===== src/rtl/binary_counter_gray_src_if.sv =====
`default_nettype none
// +--------------------------------------------------------------------------+
// | Module : binary_counter_gray_src_if                                     |
// | Brief  : Step-request and valid/ready output bundle of the Gray source  |
// | Rev    : 1.0                                                             |
// +--------------------------------------------------------------------------+
interface binary_counter_gray_src_if #(
  parameter int WIDTH = 4
);
  logic             en;
  logic             up;
  logic             ld;
  logic [WIDTH-1:0] ld_val;
  logic             out_ready;
  logic             out_valid;
  logic [WIDTH-1:0] b;
  logic [WIDTH-1:0] g;
  logic             tc;
  logic             err;

  // master is the counter itself; slave is whatever drives requests and consumes values
  modport master (
    input  en, up, ld, ld_val, out_ready,
    output out_valid, b, g, tc, err
  );

  modport slave (
    output en, up, ld, ld_val, out_ready,
    input  out_valid, b, g, tc, err
  );
endinterface
`default_nettype wire


===== src/rtl/binary_counter_gray_src.sv =====
`default_nettype none
// +--------------------------------------------------------------------------+
// | Module : binary_counter_gray_src                                        |
// | Brief  : Modulo up/down counter with load, presenting binary + Gray     |
// |          over valid/ready. Define GRAY_ADJ_CHECK_EN for the sticky      |
// |          Gray adjacency checker on err.                                  |
// | Rev    : 1.0                                                             |
// +--------------------------------------------------------------------------+
module binary_counter_gray_src #(
  parameter int          WIDTH     = 4,
  parameter int unsigned MAX_COUNT = (1 << WIDTH) - 1
) (
  input  wire                        clk,
  input  wire                        rst_n,
  binary_counter_gray_src_if.master  bus
);

  localparam logic [WIDTH-1:0] c_max  = WIDTH'(MAX_COUNT);
  localparam bit               c_full = (MAX_COUNT == (1 << WIDTH) - 1);

  typedef enum logic [0:0] {
    S_IDLE  = 1'b0,
    S_VALID = 1'b1
  } state_t;

  state_t           r_state;
  logic             r_valid;
  logic [WIDTH-1:0] r_b;
  logic [WIDTH-1:0] r_g;
  logic             r_tc;

  logic             w_acc;
  logic             w_wrap;
  logic [WIDTH-1:0] w_ld_clamped;
  logic [WIDTH-1:0] w_step_b;
  logic [WIDTH-1:0] w_next_b;
  logic [WIDTH-1:0] w_next_g;

  assign w_acc = (bus.ld | bus.en) & (~r_valid | bus.out_ready);

  // Wrap is decided by explicit compare so a MAX_COUNT below 2**WIDTH-1 still wraps cleanly
  always_comb begin
    w_ld_clamped = (bus.ld_val > c_max) ? c_max : bus.ld_val;
    if (bus.up) begin
      w_wrap   = (r_b == c_max);
      w_step_b = w_wrap ? '0 : r_b + WIDTH'(1);
    end else begin
      w_wrap   = (r_b == '0);
      w_step_b = w_wrap ? c_max : r_b - WIDTH'(1);
    end
    w_next_b = bus.ld ? w_ld_clamped : w_step_b;
    w_next_g = w_next_b ^ (w_next_b >> 1);
  end

  always_ff @(posedge clk or negedge rst_n) begin
    if (!rst_n) begin
      r_state <= S_IDLE;
      r_valid <= 1'b0;
      r_b     <= '0;
      r_g     <= '0;
      r_tc    <= 1'b0;
    end else begin
      case (r_state)
        S_IDLE: begin
          if (w_acc) begin
            r_state <= S_VALID;
            r_valid <= 1'b1;
            r_b     <= w_next_b;
            r_g     <= w_next_g;
            r_tc    <= ~bus.ld & w_wrap;
          end
        end
        S_VALID: begin
          if (bus.out_ready) begin
            if (w_acc) begin
              r_b  <= w_next_b;
              r_g  <= w_next_g;
              r_tc <= ~bus.ld & w_wrap;
            end else begin
              // Drained: value fields keep their last contents, only valid drops
              r_state <= S_IDLE;
              r_valid <= 1'b0;
            end
          end
        end
        default: begin
          r_state <= S_IDLE;
          r_valid <= 1'b0;
        end
      endcase
    end
  end

  assign bus.out_valid = r_valid;
  assign bus.b         = r_b;
  assign bus.g         = r_g;
  assign bus.tc        = r_tc;

`ifdef GRAY_ADJ_CHECK_EN
  logic r_err;
  logic w_adj_bad;

  // A truncated-range wrap legitimately jumps several Gray bits, so it is exempt
  assign w_adj_bad = ($countones(w_next_g ^ r_g) != 1) && !(w_wrap && !c_full);

  always_ff @(posedge clk or negedge rst_n) begin
    if (!rst_n) begin
      r_err <= 1'b0;
    end else if (w_acc && !bus.ld && w_adj_bad) begin
      r_err <= 1'b1;
    end
  end

  assign bus.err = r_err;
`else
  assign bus.err = 1'b0;
`endif

endmodule
`default_nettype wire


===== src/flat_wrapper.sv =====
// flat-port wrapper written by rule: the top's interface ports become plain ports
module binary_counter_gray_src_flat 
#(
  parameter int          WIDTH     = 4,
  parameter int unsigned MAX_COUNT = (1 << WIDTH) - 1
)
  (clk, rst_n, bus_en, bus_up, bus_ld, bus_ld_val, bus_out_ready, bus_out_valid, bus_b, bus_g, bus_tc, bus_err);
  binary_counter_gray_src_if #(.WIDTH(WIDTH)) bus_i ();
  input  wire clk;
  input  wire rst_n;
  input wire logic [$bits(bus_i.en)-1:0] bus_en;
  input wire logic [$bits(bus_i.up)-1:0] bus_up;
  input wire logic [$bits(bus_i.ld)-1:0] bus_ld;
  input wire logic [$bits(bus_i.ld_val)-1:0] bus_ld_val;
  input wire logic [$bits(bus_i.out_ready)-1:0] bus_out_ready;
  output wire logic [$bits(bus_i.out_valid)-1:0] bus_out_valid;
  output wire logic [$bits(bus_i.b)-1:0] bus_b;
  output wire logic [$bits(bus_i.g)-1:0] bus_g;
  output wire logic [$bits(bus_i.tc)-1:0] bus_tc;
  output wire logic [$bits(bus_i.err)-1:0] bus_err;
  assign bus_i.en = bus_en;
  assign bus_i.up = bus_up;
  assign bus_i.ld = bus_ld;
  assign bus_i.ld_val = bus_ld_val;
  assign bus_i.out_ready = bus_out_ready;
  assign bus_out_valid = bus_i.out_valid;
  assign bus_b = bus_i.b;
  assign bus_g = bus_i.g;
  assign bus_tc = bus_i.tc;
  assign bus_err = bus_i.err;
  binary_counter_gray_src #(.WIDTH(WIDTH), .MAX_COUNT(MAX_COUNT)) u_core (.clk(clk), .rst_n(rst_n), .bus(bus_i));
endmodule

===== config.mk =====
export PLATFORM = sky130hd
export DESIGN_NAME = binary_counter_gray_src_flat
export DESIGN_NICKNAME = d
export VERILOG_FILES = /design/src/rtl/binary_counter_gray_src_if.sv /design/src/rtl/binary_counter_gray_src.sv /design/src/flat_wrapper.sv
export SDC_FILE = /design/constraint.sdc
export NUM_CORES = 1
export LEC_CHECK = 0
export ABC_AREA = 1
export CAP_MARGIN = 20
export CELL_PAD_IN_SITES_DETAIL_PLACEMENT = 1
export CELL_PAD_IN_SITES_GLOBAL_PLACEMENT = 2
export CORE_ASPECT_RATIO = 0.6
export CORE_MARGIN = 10
export CORE_UTILIZATION = 26
export CTS_CLUSTER_SIZE = 14
export DETAILED_ROUTE_END_ITERATION = 8
export PLACE_DENSITY_LB_ADDON = 0.05
export REMOVE_ABC_BUFFERS = 1
export SLEW_MARGIN = 20
export SYNTH_ARGS = -nofsm -noshare
export SYNTH_HDL_FRONTEND = slang
export SYNTH_SLANG_ARGS = --single-unit

===== constraint.sdc =====
create_clock -name clk -period 2.4 [get_ports clk]
set_input_delay 0.6 -clock clk [delete_from_list [all_inputs] [get_ports clk]]
set_output_delay 0.6 -clock clk [all_outputs]
set_load 0.01 [all_outputs]

# Yosys cells after proc, flatten, opt, wreduce, memory -nomap -nowiden
# Index checks and enable logic that the tools add are counted.
[classes]
magnitude_cmp = 1
n_reduce_logical = 2
add_sub_neg = 2
n_eq_ne = 4
n_mux = 22
bitwise = 8
[ops]
columns = ["cell", "n"]
rows = [
  ["$mux W4", 9],
  ["$pmux W4 S2", 2],
  ["$mux W1", 8],
  ["$pmux W1 S2", 3],
  ["$add A4 B1 Y4 const B", 1],
  ["$eq A4 B4 Y1 const B", 1],
  ["$gt A4 B4 Y1 const B", 1],
  ["$logic_not A4 Y1", 1],
  ["$ne A2 B2 Y1 const B", 2],
  ["$sub A4 B1 Y4 const B", 1],
  ["$xor A4 B3 Y4", 1],
  ["$not A1 Y1", 3],
  ["$reduce_and A3 Y1", 1],
  ["$and A1 B1 Y1", 2],
  ["$ne A2 B1 Y1 const B", 1],
  ["$or A1 B1 Y1", 2],
]
[word_totals]
register_bits = 11
input_bits = 10

# Depth between registers and ports, before layout
# Gate-level depths: netlist (run 1).
[logic_depth]
word_depth = 8
ltp_mapped = 11
mapped_depth_nobuf = 11

# Worst setup path after synthesis (run 1)
# No wires, ideal clock.
[synth_timing]
kind = "register to register"
start = "register u_core.r_b[0] (netlist: u_core.bus.b[0])"
end = "register u_core.r_b[1] (netlist: u_core.bus.b[1])"
period_less_slack_ps = 1480
path_slack_ps = 920
stages_incl_launch_ff = 8
t_arrival_ps = 1356
required_time_ps = 2276
setup_ps = 124
cell_sequence = "dfrtp_1 -> inv_1 -> ha_1 -> xor2_1 -> nand2_1 -> o21ai_2 -> nor2_1 -> o21bai_1"
[synth_via]
elab_chain_cells = 7
elab_cells_between_ends = 11
[synth_lines]
columns = ["element", "line", "text"]
rows = [
  ["start: declaration", "binary_counter_gray_src.sv:28", "logic [WIDTH-1:0] r_b;"],
  ["start signal: assignment", "binary_counter_gray_src.sv:68", "r_b <= w_next_b;"],
  ["start signal: assignment", "binary_counter_gray_src.sv:76", "r_b <= w_next_b;"],
  ["$sub A4 B1 Y4 (tied with other cells)", "binary_counter_gray_src.sv:49", "w_step_b = w_wrap ? c_max : r_b - WIDTH'(1);"],
  ["$mux W4, on equally long branches", "binary_counter_gray_src.sv:49, binary_counter_gray_src.sv:46", ""],
  ["$mux W4 *", "binary_counter_gray_src.sv:44", "if (bus.up) begin"],
  ["$mux W4 *", "binary_counter_gray_src.sv:51", "w_next_b = bus.ld ? w_ld_clamped : w_step_b;"],
  ["$mux W4 *", "binary_counter_gray_src.sv:65, binary_counter_gray_src.sv:75", ""],
  ["$mux W4", "binary_counter_gray_src.sv:74", "if (bus.out_ready) begin"],
  ["$pmux W4 S2 *", "binary_counter_gray_src.sv:63", "case (r_state)"],
]
# Mark *: on every way between the ends. The rest lies on a longest branch, timed or not. The select of a mux whose other input is x is not followed.
# A chain may end at the register's enable or synchronous reset.

# Final worst setup path (run 1)
[layout_timing]
start = "register u_core.r_b[2] (netlist: u_core.bus.b[2])"
end = "output port bus_b[2]"
[layout_lines]
columns = ["element", "line", "text"]
rows = [
  ["end: declaration", "flat_wrapper.sv:17", "output wire logic [$bits(bus_i.b)-1:0] bus_b;"],
]
# No word-level cell between the ends.

==> results of run 1 <==
-- cells in the mapped netlist --
master     n  area share
a21oi_1    4       0.029
a21oi_4    1       0.024
buf_4      2       0.022
conb_1     1      0.0054
dfrtp_1   10        0.36
ha_1       2       0.036
inv_1      7       0.038
inv_2      5       0.027
nand2_1   27        0.15
nand2_2    2       0.018
nand3_1   10       0.072
nand3_2    3       0.043
nand4_1    1      0.0090
nor2_1     7       0.038
nor2_2     1      0.0090
nor2_4     1       0.016
o21ai_0    1      0.0072
o21ai_1    4       0.029
o21ai_2    1       0.013
o21ai_4    1       0.024
o21bai_1   1       0.011
or2_1      1      0.0090
xor2_1     1       0.013
-- placed cells by master, fill, tap and decap left out, drive strengths merged, types with 2 or more instances in the layout --
cell type and n:
ha 2, dfrtp 10, nand3 13, inv 12, clkdlybuf4s50 19, clkbuf 3, nand2 29, a21oi 5
o21ai 7, nor2 9
-- worst max path at each step --
| stage | from | slack (ns) | endpoint |
|---|---|---|---|
| 4_1_cts | u_core.bus.b[2] | 0.47 | bus_b[2] |
| 5_1_grt | u_core.bus.b[2] | 0.42 | bus_b[2] |
| 2_1_floorplan | u_core.bus.b[0] | 0.92 | u_core.bus.b[1] |
| 6_report | u_core.bus.b[2] | 0.47 | bus_b[2] |
| 3_3_place_gp | bus_ld | 0.36 | u_core.bus.g[1] |
| 3_5_place_dp | bus_ld | 0.37 | u_core.bus.g[1] |
-- state kept, by name, summed over array words and instances, names as in the netlist --
| register | flops |
|---|---|
| u_core.bus.b | 4 |
| u_core.bus.g | 3 |
| u_core.bus.out_valid | 1 |
| u_core.bus.tc | 1 |
| u_core.r_state | 1 |
-- cells by family after synthesis --
family,count (synthesis)
compound gates,13
xor+xnor,1
fa+ha+maj,2
buf+inv,14
flops,10
other cells,1
simple gates,53
-- per-stage QoR --
step | worst slack [ns] | power (W)
6_report | 0.474 | 0.00112
2_1_floorplan | 0.920 | 0.000661
5_1_grt | 0.422 | 0.00122
4_1_cts | 0.472 | 0.00114
3_3_place_gp | 0.356 | 0.000961
3_5_place_dp | 0.370 | 0.000959
-- report_power, final --
group | switching, W | internal (W) | leakage, nW
clock | 0.0000658 | 0.000110 | 0.0216
combinational | 0.000332 | 0.000282 | 0.300
sequential | 0.0000915 | 0.000242 | 0.122
-- per-layer routing --
layer  share of wire  vias up  GRT usage
met4               0        0     0.0207
met3           0.051        0     0.0393
met1            0.55      300      0.118
met2            0.39       10      0.102
met5               0        -          0
li1                -      340          -
-- cell type report --
class / count / area [um2] / share of cell area
multi-input combinational: 70 / 382 / 0.402
sequential: 10 / 250 / 0.264
timing repair buffer: 19 / 190 / 0.201
inverter: 12 / 45.0 / 0.0475
clock buffer: 3 / 41.3 / 0.0435
tap: 32 / 40.0 / 0.0422
==> impl_metrics.env, run 1 <==
export IMPL_io_buffers=19
export IMPL_root_buffer="clkbuf_8"
export IMPL_grt_pass1_wl_um=3220
export IMPL_worstSetupStartpointType="flop"
export IMPL_ios=21
export IMPL_synth_avg_cell_area_um2=7.36
export IMPL_critPathArrivalTime_ns=1.33
export IMPL_ant_nets=0
export IMPL_cts_sinks=10
export IMPL_fillers=331
export IMPL_setup_tns_final_ns=0
export IMPL_drive_above_1_share=0.158
export IMPL_area_growth_synth_to_final_pct=37.1
export IMPL_cpMaxStageDelayCell="clkdlybuf4s50_1"
export IMPL_core_area_mm2=0.00252
export IMPL_diodes=0
export IMPL_hold_class="flop to flop"
export IMPL_grt_max_degree=11
export IMPL_period_needed_ns=1.93
export IMPL_fin_hold_ws_ns=0.497
export IMPL_critPathKind="flop to primary output"
export IMPL_leakage_nw=0.444
export IMPL_dp_cells=143
export IMPL_num_rows=14
export IMPL_relSlewSlack=0.637
export IMPL_end_kind="primary output"
export IMPL_synth_top_family_by_area="simple AND/OR/NAND/NOR gates"
export IMPL_crit_cells=1
export IMPL_synth_compound_area_share=0.136
export IMPL_h_tree_depth=1
export IMPL_synth_xor_area_frac=0.0127
export IMPL_grt_util_all_layers=0.0818
export IMPL_utilization=0.376
export IMPL_final_setup_skew_ns=0.00548
export IMPL_die_area_mm2=0.00519
export IMPL_hold_path_end="u_core.bus.tc"
export IMPL_cts_buffers=3
export IMPL_hold_viol=0
export IMPL_drv_cap=0
export IMPL_grt_ovfl_total=0
export IMPL_rr_worst_depth=7
export IMPL_critPathMaxFanout=8
export IMPL_clk_pin_slew_ns=0.05
export IMPL_rr_startpoint="u_core.bus.b[0]"
export IMPL_hp_start="u_core.bus.tc"
export IMPL_cts_tree="built"
export IMPL_hold_depth=2
export IMPL_worstPathCellList="clkdlybuf4s50_1"
export IMPL_routed_wl_um=2060
export IMPL_clk_path_buf_depth=2
export IMPL_synth_warnings=0
export IMPL_drtIter0Drc=46
export IMPL_required_ns=1.80
export IMPL_ys_seq_area_frac=0.362
export IMPL_final_cell_count_no_fill=146
export IMPL_synthMuxAreaShare=0
export IMPL_synthSimpleGateAreaFrac=0.362
export IMPL_slew_viol_final=0
export IMPL_synth_seq_cells=10
export IMPL_power_density_mw_per_mm2=1180
export IMPL_num_nets_final=128
export IMPL_cts_setup_buffers=0
export IMPL_rsz0062_at_grt="false"
export IMPL_ir_drop_mv=0.408
export IMPL_dr_pass1_iters=4
export IMPL_dr_total_vias=650
export IMPL_clkLatencyLatePin_ns=0.24
export IMPL_yosysUniqueCellTypes=23
export IMPL_cts_hold_buf=0
export IMPL_syn_area_um2=692
export IMPL_r2r_end="u_core.bus.b[1]"
export IMPL_worst_path_buf_inv=1
export IMPL_synth_adder_area_share=0.0362
export IMPL_start_util=0.274
export IMPL_status="finished clean"
export IMPL_min_period_over_period=0.802
export IMPL_dpl_hpwl_um=1730
export IMPL_grt_pass1_vias=624
export IMPL_antenna_found_initial=0
export IMPL_slowest_delay_ns=0.60
export IMPL_die_w_um=86.6
export IMPL_path_delay_family="buffers and inverters"
export IMPL_placed_area_um2=907
export IMPL_setup_violations=0
export IMPL_post_drt_wl_per_cell_um=14.1
export IMPL_gp_congestion=0.751
export IMPL_r2r_setup_slack_ns=0.68
export IMPL_postSynthCellCount=94
export IMPL_worst_slew_pin_slew_ns=0.543
export IMPL_viasPerCell=4.45
export IMPL_fp_dieH_um=60.0
export IMPL_drc=0
export IMPL_timing_fmax_ghz=0.519
export IMPL_cts_repair_resized=0
export IMPL_fin_area_um2=948
Power figures use the tool's default switching activity.
==> inputs of run 2 (changes only) <==
--- a/config.mk
+++ b/config.mk
@@ -11,7 +11,7 @@
 export CELL_PAD_IN_SITES_GLOBAL_PLACEMENT = 2
 export CORE_ASPECT_RATIO = 0.6
 export CORE_MARGIN = 10
-export CORE_UTILIZATION = 26
+export CORE_UTILIZATION = 24
 export CTS_CLUSTER_SIZE = 14
 export DETAILED_ROUTE_END_ITERATION = 8
 export PLACE_DENSITY_LB_ADDON = 0.05
==> constraint.sdc (replaced) <==
create_clock -name clk -period 1.8 [get_ports clk]
set_input_delay 0.45 -clock clk [delete_from_list [all_inputs] [get_ports clk]]
set_output_delay 0.45 -clock clk [all_outputs]
set_load 0.01 [all_outputs]
==> run 2 against run 1 <==
- total power grew 45%
- first-iteration DRC count down 15%
- final area rose by 6.2%
- sequential power increased by 26%
- routed wire length rose by 9.9%
- clock power is 64% higher
- count of clock-buffer cells in the layout is 1 higher
==> impl_metrics.env, run 2 (same netlist as run 1, synthesis figures left out) <==
export IMPL_cpMaxStageDelayCell="clkdlybuf4s50_1"
export IMPL_cts_sinks=10
export IMPL_ios=21
export IMPL_start_util=0.263
export IMPL_io_buffers=19
export IMPL_worstSetupStartpointType="flop"
export IMPL_fp_dieH_um=61.6
export IMPL_path_delay_family="buffers and inverters"
export IMPL_num_rows=14
export IMPL_root_buffer="clkbuf_8"
export IMPL_clk_path_buf_depth=2
export IMPL_dp_cells=149
export IMPL_cts_hold_buf=0
export IMPL_antenna_found_initial=0
export IMPL_leakage_nw=0.480
export IMPL_final_cell_mix="nand2_1 (27), clkdlybuf4s50_1 (19), nand3_1 (10), dfrtp_1 (10)"
export IMPL_final_cell_count_no_fill=153
export IMPL_clk_pin_slew_ns=0.05
export IMPL_drv_cap=0
export IMPL_cts_setup_buffers=0
export IMPL_ant_nets=0
export IMPL_area_growth_synth_to_final_pct=45.6
export IMPL_power_density_mw_per_mm2=1610
export IMPL_grt_pass1_vias=727
export IMPL_setup_tns_final_ns=0
export IMPL_num_nets_final=134
export IMPL_diodes=0
export IMPL_drtIter0Drc=39
export IMPL_die_w_um=89.3
export IMPL_die_area_mm2=0.00550
export IMPL_rsz0062_at_grt="false"
export IMPL_status="finished clean"
export IMPL_drive_above_1_share=0.207
export IMPL_cts_repair_resized=0
export IMPL_cts_buffers=3
export IMPL_rr_startpoint="u_core.bus.b[1]"
export IMPL_utilization=0.383
export IMPL_hp_start="u_core.bus.tc"
export IMPL_min_period_over_period=0.955
export IMPL_core_area_mm2=0.00263
export IMPL_slowest_delay_ns=0.59
export IMPL_dpl_hpwl_um=1900
export IMPL_clkLatencyLatePin_ns=0.24
export IMPL_critPathMaxFanout=6
export IMPL_final_setup_skew_ns=0.00483
export IMPL_viasPerCell=4.55
export IMPL_dr_total_vias=696
export IMPL_largest_reg_flops=4
export IMPL_cp_startpoint="u_core.bus.b[1]"
export IMPL_dr_pass1_iters=4
export IMPL_grt_max_degree=11
export IMPL_critPathKind="flop to primary output"
export IMPL_worstPathCellList="clkdlybuf4s50_1"
export IMPL_ir_drop_mv=0.600
export IMPL_setup_violations=0
export IMPL_timing_fmax_ghz=0.581
export IMPL_worst_slew_pin_slew_ns=0.509
export IMPL_critPathArrivalTime_ns=1.27
export IMPL_grt_ovfl_total=0
export IMPL_required_ns=1.35
export IMPL_layout_commonest_cell="nand2_1"
export IMPL_hold_viol=0
export IMPL_end_kind="primary output"
export IMPL_drc=0
export IMPL_fillers=338
export IMPL_routed_wl_um=2260
export IMPL_period_needed_ns=1.72
export IMPL_gp_congestion=0.747
export IMPL_hold_class="flop to flop"
export IMPL_h_tree_depth=1
export IMPL_worst_path_buf_inv=1
export IMPL_grt_pass1_wl_um=3640
export IMPL_post_drt_wl_per_cell_um=14.8
export IMPL_grt_util_all_layers=0.0886
export IMPL_slew_viol_final=0
export IMPL_cts_tree="built"
export IMPL_relSlewSlack=0.660
==> run 2: changes by cell type in the layout (fill, tap and decap cells not counted) <==
cell | before | now
buf_4 | 0 | 6
clkbuf_8 | 3 | 4
==> run 2: report_power, final <==
group / total [W] / leakage, nW / internal (W) / switching (W)
Clock: 0.000289 / 0.0288 / 0.000193 / 0.0000962
Combinational: 0.000916 / 0.329 / 0.000429 / 0.000487
Sequential: 0.000421 / 0.122 / 0.000323 / 0.0000977
==> run 2: routing by layer <==
layer | vias up | part of all wire | GRT usage | routed length [um]
li1 | 353 | - | - | -
met1 | 324 | 0.52 | 0.125 | 1170
met2 | 19 | 0.40 | 0.117 | 899
met3 | 0 | 0.086 | 0.0435 | 194
met4 | 0 | 0 | 0.0135 | 0
met5 | - | 0 | 0 | 0
==> run 2: worst paths after layout <==
| kind | slack, ns | to | cells past startpoint |
|---|---|---|---|
| max | 0.08 | bus_b[1] | 1 |
| min | 0.48 | u_core.bus.tc | 2 |
| max reg2reg | 0.13 | u_core.bus.b[1] | 7 |
| min reg2reg | 0.48 | u_core.bus.tc | 2 |
| max in group asynchronous | 0.91 | u_core.bus.out_valid | 1 |
| min in group asynchronous | 0.55 | u_core.bus.tc | 1 |
==> run 2: final cells by class <==
| type | instances | area [um2] | area share |
|---|---|---|---|
| multi-input combinational | 70 | 382 | 0.379 |
| tap | 32 | 40.0 | 0.0398 |
| inverter | 12 | 45.0 | 0.0447 |
| clock buffer | 4 | 55.1 | 0.0547 |
| sequential | 10 | 250 | 0.248 |
| timing repair buffer | 25 | 235 | 0.234 |
==> run 2: per-stage QoR <==
step / instance area, um2 / setup slack (ns) / hold slack, ns / total power [W]
after floorplan: 677 / 0.320 / 0.154 / 0.000882
after global placement: 952 / -0.0553 / 0.469 / 0.00135
after detailed placement: 952 / -0.0593 / 0.476 / 0.00135
after CTS: 1010 / 0.0682 / 0.494 / 0.00165
after global routing: 1010 / 0.0112 / 0.533 / 0.00177
final: 1010 / 0.0802 / 0.484 / 0.00163
==> inputs of run 3 (changes only) <==
--- a/config.mk
+++ b/config.mk
@@ -7,11 +7,8 @@
 export LEC_CHECK = 0
 export ABC_AREA = 1
 export CAP_MARGIN = 20
-export CELL_PAD_IN_SITES_DETAIL_PLACEMENT = 1
-export CELL_PAD_IN_SITES_GLOBAL_PLACEMENT = 2
-export CORE_ASPECT_RATIO = 0.6
 export CORE_MARGIN = 10
-export CORE_UTILIZATION = 24
+export CORE_UTILIZATION = 35
 export CTS_CLUSTER_SIZE = 14
 export DETAILED_ROUTE_END_ITERATION = 8
 export PLACE_DENSITY_LB_ADDON = 0.05
==> run 3 against run 2 <==
- count of clock-buffer cells in the layout shrank 1
- highest routed layer is now met4
- final cell count shrank 5.2%
- critical endpoint is now bus_b[0]
- maximum frequency shrank 0.30%
==> impl_metrics.env, run 3 (same netlist as run 1, synthesis figures left out) <==
export IMPL_period_needed_ns=1.73
export IMPL_r2r_setup_slack_ns=0.28
export IMPL_slowest_delay_ns=0.57
export IMPL_die_area_mm2=0.00416
export IMPL_status="finished clean"
export IMPL_ir_drop_mv=0.655
export IMPL_fp_dieH_um=64.5
export IMPL_cts_sinks=10
export IMPL_power_internal_w=0.000812
export IMPL_slew_viol_final=0
export IMPL_grt_util_all_layers=0.0876
export IMPL_gp_congestion=0.835
export IMPL_setup_violations=0
export IMPL_ios=21
export IMPL_p_switching_w=0.000596
export IMPL_required_ns=1.35
export IMPL_leakage_nw=0.454
export IMPL_setup_tns_final_ns=0
export IMPL_io_buffers=19
export IMPL_cts_hold_buf=0
export IMPL_seq_power_share=0.305
export IMPL_drtIter0Drc=13
export IMPL_worstPathCellList="clkdlybuf4s50_1"
export IMPL_finalPower_w=0.00141
export IMPL_largest_reg_flops=4
export IMPL_final_setup_skew_ns=0.00474
export IMPL_clkLatencyLatePin_ns=0.26
export IMPL_cts_tree="built"
export IMPL_cpMaxStageDelayCell="clkdlybuf4s50_1"
export IMPL_final_cell_mix="nand2_1 (27), clkdlybuf4s50_1 (19), nand3_1 (10)"
export IMPL_clk_path_buf_depth=2
export IMPL_cts_setup_buffers=0
export IMPL_fin_area_um2=955
export IMPL_dr_total_vias=677
export IMPL_hold_path_end="u_core.bus.tc"
export IMPL_placed_area_um2=931
export IMPL_num_rows=16
export IMPL_hold_viol=0
export IMPL_r2r_end="u_core.bus.g[0]"
export IMPL_start_util=0.360
export IMPL_h_tree_depth=1
export IMPL_end_kind="primary output"
export IMPL_drive_above_1_share=0.195
export IMPL_hp_start="u_core.bus.tc"
export IMPL_power_density_mw_per_mm2=1470
export IMPL_worst_path_buf_inv=1
export IMPL_antenna_found_initial=0
export IMPL_cts_repair_resized=0
export IMPL_viasPerCell=4.67
export IMPL_drv_cap=0
export IMPL_routed_wl_um=1710
export IMPL_layout_commonest_cell="nand2_1"
export IMPL_grt_max_degree=11
export IMPL_clk_pin_slew_ns=0.06
export IMPL_netSwitchingFraction=0.423
export IMPL_clkPwrFrac=0.108
export IMPL_ant_nets=0
export IMPL_diodes=0
export IMPL_worstSetupStartpointType="flop"
export IMPL_rr_worst_depth=8
export IMPL_critPathKind="flop to primary output"
export IMPL_grt_pass1_wl_um=2900
export IMPL_dr_pass1_iters=4
export IMPL_grt_ovfl_total=0
export IMPL_core_area_mm2=0.00192
export IMPL_root_buffer="clkbuf_4"
export IMPL_drc=0
export IMPL_post_drt_wl_per_cell_um=11.8
export IMPL_min_period_over_period=0.958
export IMPL_utilization=0.497
export IMPL_grt_pass1_vias=667
export IMPL_die_w_um=64.5
export IMPL_timing_fmax_ghz=0.580
export IMPL_area_growth_synth_to_final_pct=38.0
export IMPL_hold_class="flop to flop"
export IMPL_cp_startpoint="u_core.bus.b[0]"
export IMPL_critPathMaxFanout=6
export IMPL_hold_depth=2
export IMPL_path_delay_family="buffers and inverters"
export IMPL_dpl_hpwl_um=1450
export IMPL_num_nets_final=132
export IMPL_rsz0062_at_grt="false"
export IMPL_comb_power_share=0.587
export IMPL_critPathArrivalTime_ns=1.28
export IMPL_cts_buffers=3
export IMPL_rr_startpoint="u_core.bus.b[0]"
run 3: cell types whose count changed in the layout (fill, tap and decap cells not counted), sizes merged:
cell	previous run	this run
clkbuf	4	3
buf	6	4
run 3: stage by stage:
step | hold WS, ns | std cells | worst slack [ns]
after floorplan | 0.154 | 92 | 0.320
after global placement | 0.467 | 142 | 0.0109
after detailed placement | 0.470 | 142 | -0.00550
after CTS | 0.493 | 145 | 0.0310
after global routing | 0.533 | 145 | 0.00152
final | 0.492 | 145 | 0.0750
run 3: final cells by class:
cell class / count / area (um2)
Tap cell: 27 / 33.8
Sequential cell: 10 / 251
Timing Repair Buffer: 23 / 220
Clock buffer: 3 / 22.5
Inverter: 12 / 45.0
Fill cell: 207 / 967
Multi-Input combinational cell: 70 / 382
run 3: worst max-delay path by stage:
stage	end	slack, ns	cells past startpoint
2_1_floorplan	u_core.bus.b[1]	0.32	7
3_3_place_gp	u_core.bus.g[1]	0.01	8
5_1_grt	bus_b[0]	0.002	1
3_5_place_dp	u_core.bus.g[1]	-0.006	10
4_1_cts	bus_b[0]	0.03	1
6_report	bus_b[0]	0.07	1
run 3: worst register-to-register path, cell delays in order (launching register included):
cell and delay, ns:
dfrtp_1 0.44, inv_1 0.09, ha_1 0.31, xor2_1 0.16
nand2_1 0.08, o21ai_2 0.07, buf_4 0.14, nand3_2 0.06
nand3_2 0.07
run 3: layer usage:
metal	GRT usage	share of wire	routed length, um	up-vias
met3	0.0481	0.060	103	2
li1	-	-	-	350
met4	0.0294	0.0047	8	0
met2	0.138	0.48	817	13
met1	0.0984	0.46	780	312
met5	0	0	0	-
run 3: power by group through the flow:
stage          Clock (W)  Combinational, W  Sequential (W)
6_report        0.000152          0.000827        0.000429
5_1_grt         0.000169          0.000932        0.000451
4_1_cts         0.000162          0.000845        0.000432
3_5_place_dp           0          0.000842        0.000435
3_3_place_gp           0          0.000845        0.000435
2_1_floorplan          0          0.000408        0.000474
==> patch (settings of run 3) <==
Add a define of `GRAY_ADJ_CHECK_EN`.
--- a/src/rtl/binary_counter_gray_src.sv
+++ b/src/rtl/binary_counter_gray_src.sv
@@ -7,4 +7,6 @@
 // | Rev    : 1.0                                                             |
 // +--------------------------------------------------------------------------+
+`define GRAY_ADJ_CHECK_EN
+
 module binary_counter_gray_src #(
   parameter int          WIDTH     = 4,
Function: no difference found for any inputs over 10 cycles, from zero or initial values and one cycle with rst_n low; that may be too few to reach the edited logic, so the function may still have changed.
==> patch against run 3 <==
The run now ends with setup timing left. Worst setup slack got worse by 0.97 ns. Non-clock buffer count increased by 29. Synthesized area increased by 20%. Fmax decreased by 36%. Sequential cell count increased by 1. Design area increased by 44%. Wire length increased by 47%.
Power is not compared: it rests on default switching activity, and its combinational part moved more than twofold at a synthesized area within 25%.
==> patch: results (changes against run 3) <==
Vias in the first global route: 956 (+43%)
Worst Hold Launch: u_core.r_state
Final Slew Violations: 0 (unchanged)
Hold path cells: 1 (-1)
Final Non-Filler Cells: 197 (+36%)
Via/cell ratio: 4.65 (-0.30%)
Hold EP: u_core.bus.out_valid
DP Area: 1230 um^2 (+33%)
First-pass GRT wire length: 4.21 mm (+45%)
Final net count: 186 (+41%)
Critical Path Fanout Max: 4 (-2)
FF-to-FF Start: u_core.bus.b[1]
PortBufs: 20 (+1)
Post-route cell area: 1380 um^2 (+44%)
Commonest cells in the netlist: 44 x nand2_1, 15 x nand3_1, 12 x inv_1, 11 x dfrtp_1, 8 x o21ai_0
Register area share after synthesis: 0.333 (-0.0288)
Clock-pin slew on the worst setup and hold paths: 0.08 ns (+0.02 ns)
Failing checks: setup timing
Routed len/inst: 12.8 um (+8.5%)
Clock skew: 0.00523 ns (+0.000486 ns)
Hpwl dp: 1.90 mm (+32%)
Synth Instances: 116 (+23%)
Final worst slack: -0.898 ns (-0.973 ns)
Slowest cell on the critical path: fa_1
Final setup violating endpoints: 1 (+1)
# H-tree levels: 1 (unchanged)
Reg2reg end: u_core.bus.err
Reg2reg path depth: 15 (+7)
FILL cells: 208 (+0.48%)
Reg2Reg Setup Slack: -0.90 ns (-1.18 ns)
TNS Setup: -0.898 ns (-0.898 ns)
Final Wtd Congestion: 0.823 (-1.4%)
DRT iter0 DRCs: 32 (+19)
Tot GR Track Use: 0.116 (+0.0287)
Slowest stage delay, CP: 0.44 ns (-0.13 ns)
Run status: finished with violations
Ranking of synthesized cells by area: dfrtp_1 33%, nand2_1 20%, nand3_1 9.1%
Fraction of layout cells with a size suffix above 1: 0.296 (+0.101)
Initial antenna violation count: 0 (unchanged)
Largest net degree at the start of global routing: 12 (+1)
Clk Latency, worst-skew pair: 0.28 ns (+0.02 ns)
Crit path required time: 1.97 ns (+0.62 ns)
-- patch: changes by cell type after synthesis, moves of 3 or more --
cell	before	now
a21oi_1	4	1
ha_1	2	5
o21ai_1	4	1
nor2_1	7	2
nand3_1	10	15
inv_2	5	1
inv_1	7	12
nand2_1	27	44
o21ai_0	1	8
nand3_2	3	0
-- patch: kinds of logic (layout without fill, tap and decap cells) --
logic type / count (synthesis) / count (layout) / share of synthesized area
compound gates: 12 / 12 / 0.0893
xor+xnor: 5 / 5 / 0.0530
fa+ha+maj: 6 / 6 / 0.0998
buf+inv: 16 / 69 / 0.0877
flops: 11 / 11 / 0.333
simple gates: 66 / 66 / 0.337
-- patch: worst max path at each step --
stage	startpoint	end	cells past startpoint
3_3_place_gp	bus_ld	u_core.bus.err	14
3_5_place_dp	bus_ld	u_core.bus.err	13
6_report	u_core.bus.b[1]	u_core.bus.err	15
2_1_floorplan	u_core.bus.b[0]	u_core.bus.err	14
4_1_cts	u_core.bus.b[1]	u_core.bus.err	14
5_1_grt	u_core.bus.b[1]	u_core.bus.err	15
-- patch: layer usage --
metal,vias to the layer above,track usage,wire length [um]
met5,-,0,0
met1,419,0.133,1120
met3,5,0.0515,160
met4,0,0.0427,28
li1,475,-,-
met2,18,0.188,1210
-- patch: cell type report --
type | instances | share of cell area
Inverter | 13 | 0.0355
Multi-Input combinational cell | 89 | 0.390
Sequential cell | 11 | 0.201
Timing Repair Buffer | 52 | 0.328
Tap cell | 28 | 0.0255
Clock buffer | 4 | 0.0191
-- patch: repair_timing --
action	in CTS	in global routing
pin swaps	5	5
endpoints found under the setup margin	4	7
hold buffers	0	0
resized for setup	13	11
buffers inserted	1	5
-- patch: metrics by stage --
stage	hold WS (ns)	worst slack, ns
finish	0.476	-0.898
global route	0.514	-1.06
floorplan	0.154	-0.976
CTS	0.484	-0.895
global placement	0.457	-1.36
detailed placement	0.479	-1.40
-- patch: worst max-delay path: cells and delay by family (launching register included) --
family | cells | cell delay (ns)
adders and majority gates | 4 | 1.11
and+or+nand+nor | 9 | 0.84
DFF | 1 | 0.40
buffers and inverters | 1 | 0.16
AOI/OAI and AO/OA | 1 | 0.08
-- patch: where the power goes --
part	switching [uW]	total, uW	internal [uW]
Combinational	793	1730	940
Sequential	95.6	442	347
Clock	93.2	179	86.0
Total	982	2350	1370
